`src/rtl/bru_pkg.sv`:
```
// rtl/bru_pkg.sv - branch type encodings and PC step for the branch resolution unit
package bru_pkg;

   localparam logic [2:0] BR_NONE = 3'b000;
   localparam logic [2:0] BR_JUMP = 3'b001;
   localparam logic [2:0] BR_EQ   = 3'b010;
   localparam logic [2:0] BR_NE   = 3'b011;
   localparam logic [2:0] BR_LT   = 3'b100;
   localparam logic [2:0] BR_GE   = 3'b101;
   localparam logic [2:0] BR_LTU  = 3'b110;
   localparam logic [2:0] BR_GEU  = 3'b111;

   localparam int unsigned BRU_PC_INC = 4;

endpackage

```
`src/rtl/bru_cmp.sv`:
```
// rtl/bru_cmp.sv - combinational branch condition evaluator
module bru_cmp
   import bru_pkg::*;
#(
   parameter int XLEN = 32
) (
   input  logic [XLEN-1:0] rs1_i,
   input  logic [XLEN-1:0] rs2_i,
   input  logic [2:0]      type_i,
   output logic            taken_o
);

   logic eq;
   logic lt;
   logic ltu;

   assign eq  = (rs1_i == rs2_i);
   assign lt  = ($signed(rs1_i) < $signed(rs2_i));
   assign ltu = (rs1_i < rs2_i);

   always_comb begin
      taken_o = 1'b0;
      case (type_i)
         BR_NONE: taken_o = 1'b0;
         BR_JUMP: taken_o = 1'b1;
         BR_EQ:   taken_o = eq;
         BR_NE:   taken_o = !eq;
         BR_LT:   taken_o = lt;
         BR_GE:   taken_o = !lt;
         BR_LTU:  taken_o = ltu;
         BR_GEU:  taken_o = !ltu;
         default: taken_o = 1'b0;
      endcase
   end

endmodule

```
`src/rtl/bru_pipe.sv`:
```
// rtl/bru_pipe.sv - branch resolution unit with single output register and perf counters
module bru_pipe
   import bru_pkg::*;
#(
   parameter int XLEN  = 32,
   parameter int CNT_W = 32
) (
   input  logic             clk,
   input  logic             rst_n,
   input  logic             flush,
   input  logic             in_valid,
   output logic             in_ready,
   input  logic [XLEN-1:0]  in_pc,
   input  logic [XLEN-1:0]  in_rs1,
   input  logic [XLEN-1:0]  in_rs2,
   input  logic [XLEN-1:0]  in_imm,
   input  logic [2:0]       in_type,
   input  logic             in_jalr,
   input  logic             in_pred_taken,
   input  logic [XLEN-1:0]  in_pred_target,
   output logic             out_valid,
   input  logic             out_ready,
   output logic             out_taken,
   output logic [XLEN-1:0]  out_next_pc,
   output logic             out_mispredict,
   output logic             out_misalign,
   input  logic             perf_clr,
   output logic [CNT_W-1:0] perf_branches,
   output logic [CNT_W-1:0] perf_mispredicts
);

   logic            taken;
   logic [XLEN-1:0] base;
   logic [XLEN-1:0] sum;
   logic [XLEN-1:0] target;
   logic [XLEN-1:0] seq_pc;
   logic [XLEN-1:0] next_pc;
   logic            mispredict;
   logic            misalign;
   logic            accept;
   logic            out_hs;

   logic             valid_q,   valid_d;
   logic             taken_q,   taken_d;
   logic [XLEN-1:0]  next_pc_q, next_pc_d;
   logic             mispr_q,   mispr_d;
   logic             misal_q,   misal_d;
   logic             is_br_q,   is_br_d;
   logic [CNT_W-1:0] br_cnt_q,  br_cnt_d;
   logic [CNT_W-1:0] mp_cnt_q,  mp_cnt_d;

   bru_cmp #(.XLEN(XLEN)) u_cmp (
      .rs1_i   (in_rs1),
      .rs2_i   (in_rs2),
      .type_i  (in_type),
      .taken_o (taken)
   );

   // Indirect jumps drop bit 0 of the computed target.
   assign base    = in_jalr ? in_rs1 : in_pc;
   assign sum     = base + in_imm;
   assign target  = {sum[XLEN-1:1], sum[0] & ~in_jalr};
   assign seq_pc  = in_pc + XLEN'(BRU_PC_INC);
   assign next_pc = taken ? target : seq_pc;

   assign mispredict = (taken != in_pred_taken) ||
                       (taken && in_pred_taken && (target != in_pred_target));
   assign misalign   = taken && (next_pc[1:0] != 2'b00);

   assign in_ready = !flush && (!valid_q || out_ready);
   assign accept   = in_valid && in_ready;
   assign out_hs   = valid_q && out_ready;

   always_comb begin
      valid_d   = valid_q;
      taken_d   = taken_q;
      next_pc_d = next_pc_q;
      mispr_d   = mispr_q;
      misal_d   = misal_q;
      is_br_d   = is_br_q;
      if (flush) begin
         valid_d = 1'b0;
      end else if (accept) begin
         valid_d   = 1'b1;
         taken_d   = taken;
         next_pc_d = next_pc;
         mispr_d   = mispredict;
         misal_d   = misalign;
         is_br_d   = (in_type != BR_NONE);
      end else if (out_ready) begin
         valid_d = 1'b0;
      end
   end

   always_comb begin
      br_cnt_d = br_cnt_q;
      mp_cnt_d = mp_cnt_q;
      if (perf_clr) begin
         br_cnt_d = '0;
         mp_cnt_d = '0;
      end else if (out_hs && is_br_q) begin
         if (br_cnt_q != '1) br_cnt_d = br_cnt_q + 1'b1;
         if (mispr_q && (mp_cnt_q != '1)) mp_cnt_d = mp_cnt_q + 1'b1;
      end
   end

   always_ff @(posedge clk or negedge rst_n) begin
      if (!rst_n) begin
         valid_q   <= 1'b0;
         taken_q   <= 1'b0;
         next_pc_q <= '0;
         mispr_q   <= 1'b0;
         misal_q   <= 1'b0;
         is_br_q   <= 1'b0;
         br_cnt_q  <= '0;
         mp_cnt_q  <= '0;
      end else begin
         valid_q   <= valid_d;
         taken_q   <= taken_d;
         next_pc_q <= next_pc_d;
         mispr_q   <= mispr_d;
         misal_q   <= misal_d;
         is_br_q   <= is_br_d;
         br_cnt_q  <= br_cnt_d;
         mp_cnt_q  <= mp_cnt_d;
      end
   end

   assign out_valid        = valid_q;
   assign out_taken        = taken_q;
   assign out_next_pc      = next_pc_q;
   assign out_mispredict   = mispr_q;
   assign out_misalign     = misal_q;
   assign perf_branches    = br_cnt_q;
   assign perf_mispredicts = mp_cnt_q;

endmodule

```
`config.mk`:
```
export PLATFORM = sky130hd
export DESIGN_NAME = bru_pipe
export DESIGN_NICKNAME = d
export VERILOG_FILES = /design/src/rtl/bru_pkg.sv /design/src/rtl/bru_cmp.sv /design/src/rtl/bru_pipe.sv
export SDC_FILE = /design/constraint.sdc
export NUM_CORES = 1
export LEC_CHECK = 0
export ABC_AREA = 1
export CAP_MARGIN = 20
export CORE_MARGIN = 1.5
export CORE_UTILIZATION = 35
export DETAILED_ROUTE_END_ITERATION = 8
export GPL_TIMING_DRIVEN = 1
export HOLD_SLACK_MARGIN = 0.02
export PLACE_DENSITY = 0.68
export SYNTH_ARGS = -nofsm -noshare
export SYNTH_HDL_FRONTEND = slang
export SYNTH_HIERARCHICAL = 1
export SYNTH_SLANG_ARGS = --single-unit
```
`constraint.sdc`:
```
create_clock -name clk -period 2.2 [get_ports clk]
set_input_delay 0.33 -clock clk [delete_from_list [all_inputs] [get_ports clk]]
set_output_delay 0.33 -clock clk [all_outputs]
set_load 0.01 [all_outputs]
```
# Word-level counts from Yosys, hierarchy flattened
# Cells that the tools add are included.
[classes] n_addsub=4 magnitude_cmp=2 n_eq_ne=12 n_mux=12 n_bitwise=3 n_reduce_logical=25
[op_table] op="2-to-1 mux 32 bit" n=8
[op_table] op="adder 32 x 1 -> 32 bit, second input constant" n=2
[op_table] op="< comparator 32 bit" n=2
[op_table] op="inequality test 32 bit, second input constant" n=2
[op_table] op="adder 32 x 3 -> 32 bit, second input constant" n=1
[op_table] op="adder 32 bit" n=1
[op_table] op="equality test 32 bit" n=1
[op_table] op="inequality test 32 bit" n=1
[op_table] op="equality test 3 bit, second input constant" n=4
[op_table] op="logical AND 1 bit" n=8
[op_table] op="one-hot mux 1 bit (8 select lines)" n=1
[op_table] op="nonzero test 2 bit" n=4
[op_table] op="equality test 3 x 2 -> 1 bit, second input constant" n=2
[op_table] op="AND reduction 2 bit" n=3
[op_table] op="nonzero test 3 bit" n=2
[op_table] op="logical NOT 1 bit" n=5
[op_table] op="equality test 3 x 1 -> 1 bit, second input constant" n=1
[op_table] op="logical NOT 3 bit" n=1
[op_table] op="2-to-1 mux 1 bit" n=3
[op_table] op="logical OR 1 bit" n=2
[op_table] op="NOT 1 bit" n=2
[op_table] op="bitwise AND 1 bit" n=1
[op_table] op="inequality test 1 bit" n=1
[totals] reg_bits=101 in_bits=171 output_inout_bits=101 wordCells=66

# Longest topological paths before layout
[depth] word_depth=6 ltp_mapped=24

# Cells and area by module
# Netlist, hierarchy kept.
[modules_own_cells] module="bru_pipe" instances=1 cells_each=1543 area_each_um2=9616.7
[modules_own_cells] module="bru_cmp" instances=1 cells_each=166 area_each_um2=982.2

# Worst setup path before layout
# Ideal clock, no wire load.
[synth_timing] kind="input to register" startpoint="input in_jalr" endpoint="register mispr_q, in the netlist out_mispredict" setup_ns=0.121 t_arrival_ns=2.689 slack_ns=-0.610 stages=24 cell_sequence="clkbuf_1 -> clkbuf_1 -> clkbuf_1 -> nand2_1 -> nand2_1 -> ha_1 -> nand2_1 -> inv_1 -> a21oi_1 -> nand2_1 -> nand2_1 -> nand2_1 -> nand2_1 -> nand2_1 -> nand2_1 -> nand2_1 -> nand2_1 -> nand2_1 -> nor2_1 -> nand2_1 -> nor2_1 -> nand3_1 -> nand2_1 -> a21oi_1"
[synth_between] elab_chain_cells=6 elab_cells_between_ends=7 cone_classes="add/sub (1); eq/ne (1); mux (1); bitwise (2); reduce/logical (2)"
[synth_lines] item="from (decl)" line_no="bru_pipe.sv:18" rtl="input logic in_jalr,"
[synth_lines] item="2-to-1 mux 32 bit" line_no="bru_pipe.sv:60" rtl="assign base = in_jalr ? in_rs1 : in_pc;"
[synth_lines] item="adder 32 bit" line_no="bru_pipe.sv:61" rtl="assign sum = base + in_imm;"
[synth_lines] item="bitwise AND 1 bit" line_no="bru_pipe.sv:62" rtl="assign target = {sum[XLEN-1:1], sum[0] & ~in_jalr};"
[synth_lines] item="inequality test 32 bit *" line_no="bru_pipe.sv:67" rtl="(taken && in_pred_taken && (target != in_pred_target));"
[synth_lines] item="logical AND 1 bit *" line_no="bru_pipe.sv:67"
[synth_lines] item="logical OR 1 bit *" line_no="bru_pipe.sv:66" rtl="assign mispredict = (taken != in_pred_taken) ||"
[synth_lines] item="to (signal assigned)" line_no="bru_pipe.sv:121" rtl="mispr_q <= mispr_d;"
[synth_lines] item="to (decl)" line_no="bru_pipe.sv:46" rtl="logic mispr_q, mispr_d;"
# Mark *: on every way between the ends. The rest lies on a longest branch, timed or not.
# A chain may end at the register's enable or synchronous reset.

# Final worst setup path
[layout_timing] startpoint="input in_pc[10]" endpoint="register mispr_q, in the netlist out_mispredict"
[layout_between] elab_chain_cells=5
[layout_lines] item="from (decl)" line_no="bru_pipe.sv:13" rtl="input logic [XLEN-1:0] in_pc,"
[layout_lines] item="2-to-1 mux 32 bit" line_no="bru_pipe.sv:60"
[layout_lines] item="adder 32 bit" line_no="bru_pipe.sv:61"
[layout_lines] item="inequality test 32 bit" line_no="bru_pipe.sv:67"
[layout_lines] item="logical AND 1 bit" line_no="bru_pipe.sv:67"
[layout_lines] item="logical OR 1 bit" line_no="bru_pipe.sv:66"
# No other way between the ends.

==> summary.md <==
| Metric | Value |
|---|---|
| Ys flop type | `dfrtp_1` |
| Via count | `13,600` |
| HP Class | `in -> async` |
| GP Congestion | `0.955` |
| Row cnt | `63` |
| CP peak stage delay | `310 ps` |
| Register area | `2530 um^2` |
| Final worst slack | `-341 ps` |
| P per Cell Area | `435 nW/um^2` |
| Final setup viols | `31` |
| Slowest CP cell | `dlygate4sd2_1` |
| Type of the worst setup path | `in -> reg` |
| Reg2reg end | `perf_mispredicts[21]$_DFFE_PN0P_` |
| DRT iter0 DRCs | `747` |
| Antenna Nets Post-Route | `0` |
| H-tree depth | `3` |
| CP max FO | `4` |
| Area growth from synthesis to layout | `79.4%` |
| IO Pins | `272` |
| NumNets Final | `2,579` |
| Failing checks | `negative setup slack` |
| Root Driver | `clkbuf_16` |
| Number of global-route vias before repair | `13,300` |
| Reg2Reg Depth | `17` |
| Placed instance area | `16,100 um^2` |
| Critical path origin | `in_pc[10]` |
| Cell area after layout | `19,000 um^2` |
| RSZ-0062 raised after global routing | `true` |
| Buffers on Ports | `271` |
| Levels on crit path | `22` |
| Initial Utilization | `35.7%` |
| Post-synth ARST share | `100%` |
| Syn Inst Count | `1,709` |
| Initial antenna violation count | `0` |
| Synth area leader | `dfrtp_1` |
| Worst Max-Slew Pin Slew | `539 ps` |
| Later-pin clock latency in the skew report | `350 ps` |
| Cell with the most instances after synthesis | `nand2_1` |
| CP endpoint kind | `register` |
| Grt ovf | `0` |
| Die area | `31,300 um^2` |
| Syn Area/Cell | `6.20 um^2` |
| Dpl hpwl | `34.2 mm` |
| Top cells by count, synth | `nand2_1 (568), inv_1 (286), nor2_1 (128)` |
| Slew Viols, Final | `0` |
| Top cell family by delay on the critical path | `simple AND/OR/NAND/NOR gates` |
| Routed wire per std cell | `16.0 um` |
| Max Cap Viol | `0` |
| CTS buffer count | `9` |
| Reg2reg start | `perf_mispredicts[1]$_DFFE_PN0P_` |
| Layout cell share with drive strength beyond 1 | `39.8%` |
| Post-Route Skew | `10.5 ps` |
| Number of flops mapped to enable cells by yosys | `0` |
| CP Cell Sequence | `dlygate4sd2_1 > nand2_1 > nand2_1 > ha_4 > nand2_2 > inv_1 > nand2_1 > nand2_2 > nand2_1 > nand2_1 > nand2_1 > nand4_1 > buf_4 > nand2_1 > nand2_1 > nand2_1 > nor2_1 > nand2_1 > nor2_1 > nand3_1 > nand2_1 > a21oi_1` |
| Die height | `177 um` |
| Die W | `177 um` |
| VDD IR max | `0.000386 V` |
| Synth Net Count | `1,948` |
| CTS tree | `done` |
| Slew Limit Headroom | `63.8%` |
| Tot GR Track Use | `26.9%` |
| 1st-pass router iterations | `5` |
| WP data arrival | `2770 ps` |
| Largest net degree at the start of global routing | `62` |
| Final hold vios | `0` |
| Crit-path most repeated cell | `nand2_1` |
| Share of the synthesized area in the top cell type | `23.8%` |
| Seq cells post-synth | `101` |
| Routed wire length | `43.8 mm` |
| Remaining routing DRC violations | `0` |
| Yosys cell types | `51` |
| Startpoint Class | `primary input` |
| Post-Syn Area | `10,600 um^2` |
| CORE AREA | `29,700 um^2` |
| Fmax | `0.394 GHz` |
| Part of the Yosys area used for sequential elements | `23.8%` |
| Period utilization | `115%` |
| Crit path time final | `2540 ps` |
| Reg2Reg Setup Slack | `60 ps` |
| Fill cells | `2,564` |
| Ys Warns | `6` |
| Status | `finished, violations left` |
| CTS max path bufs | `2` |
| Via-to-Cell Ratio | `4.97` |
| Worst EP required | `2430 ps` |
| Clock sink count | `101` |
| WHS | `411 ps` |
| Register clock-pin slew on the reported worst setup and hold paths | `70 ps` |
| N_diodes | `0` |
| Global-route wire length before repair | `66.5 mm` |
| Synth area leaders | `dfrtp_1 (24%), nand2_1 (20%), inv_1 (10%)` |
| Area of the multi-input gates | `8960 um^2` |
| Worst setup path endpoint | `out_mispredict$_DFFE_PN0P_` |
| Leak pwr | `9.25 nW` |
| CP bufs+invs | `3` |
| Place WS | `-1570 ps` |
==> metal layers <==
layer  part of all wire (%)  track usage [%]
met4                    3.6             9.75
met1                     42             34.1
met2                     49             47.5
met5                      0                0
met3                    4.8             2.30
==> layout by cell type, fill, tap and decap left out, drive strengths merged, types with 13 or more instances in the layout <==
master / Yosys / final
a21oi: 67 / 67
buf: 6 / 406
clkbuf: 21 / 35
clkdlybuf4s15: 0 / 26
clkdlybuf4s50: 0 / 161
dfrtp: 101 / 101
dlygate4sd2: 0 / 25
ha: 67 / 67
inv: 297 / 296
nand2: 584 / 584
nand3: 113 / 113
nand4: 31 / 31
nor2: 144 / 144
nor3: 62 / 62
o21ai: 65 / 65
o31ai: 13 / 13
xnor2: 18 / 18
xor2: 40 / 40
==> through the flow <==
step | power [mW] | cells | setup TNS [ps] | utilization [%]
floorplan | 3.72 | 1709 | -4080 | -
global placement | 5.51 | 2653 | -32830 | 54.3
detailed placement | 5.57 | 2653 | -34750 | 54.3
CTS | 7.86 | 2708 | -231 | 60.7
global route | 8.71 | 2734 | -6510 | 64.0
finish | 8.26 | 2734 | -2880 | 64.0
==> layout make-up <==
cell class / instances / share of cell area (%)
Clock buffer: 10 / 1.26
Clock inverter: 5 / 0.447
Inverter: 297 / 6.03
Multi-Input combinational cell: 1284 / 47.1
Sequential cell: 101 / 13.3
Tap cell: 390 / 2.57
Timing Repair Buffer: 647 / 29.3
==> power by group <==
part	leakage, nW	internal, mW	switching [mW]
sequential	1.33	2.03	0.138
combinational	7.77	2.17	2.20
clock	0.155	1.03	0.712
total	9.25	5.22	3.05
==> cells by family (layout without fill, tap and decap cells) <==
group	Yosys count	after routing	synth area share, %
fa+ha+maj	68	68	8.10
compound gates	187	187	10.3
flops	101	101	23.8
xor+xnor	62	62	5.68
simple gates	967	967	40.4
buf+inv	324	959	11.6
==> registers in the layout, summed over array words and instances, names as in the netlist <==
name              cells
out_misalign          1
out_mispredict        1
perf_mispredicts     32
is_br_q               1
out_valid             1
out_taken             1
out_next_pc          32
perf_branches        32
==> worst register-to-register path, delay by kind of cell (launching register included) <==
| family | cells | cell delay [ps] |
|---|---|---|
| and+or+nand+nor | 14 | 1290 |
| buffers and inverters | 2 | 190 |
| DFF | 1 | 390 |
| adders and majority gates | 1 | 200 |
==> how the worst min path moves through the flow <==
| stage | startpoint | end | depth (start not counted) |
|---|---|---|---|
| after floorplan | rst_n | is_br_q$_DFFE_PN0P_ | 0 |
| after global placement | rst_n | perf_branches[25]$_DFFE_PN0P_ | 1 |
| after CTS | rst_n | perf_branches[22]$_DFFE_PN0P_ | 2 |
| final | rst_n | perf_branches[22]$_DFFE_PN0P_ | 2 |
| after detailed placement | rst_n | perf_branches[25]$_DFFE_PN0P_ | 1 |
| after global routing | rst_n | perf_branches[22]$_DFFE_PN0P_ | 2 |
==> what timing repair did <==
item / 4_1_cts / 5_1_grt
gates cloned: 1 / 0
endpoints found under the setup margin: 39 / 70
hold buffers: 1 / 0
resized for setup: 573 / 296
setup buffers: 39 / 27
pin swaps: 170 / 136
endpoints found under the hold margin: 16 / 0
Power figures use the tool's default switching activity.
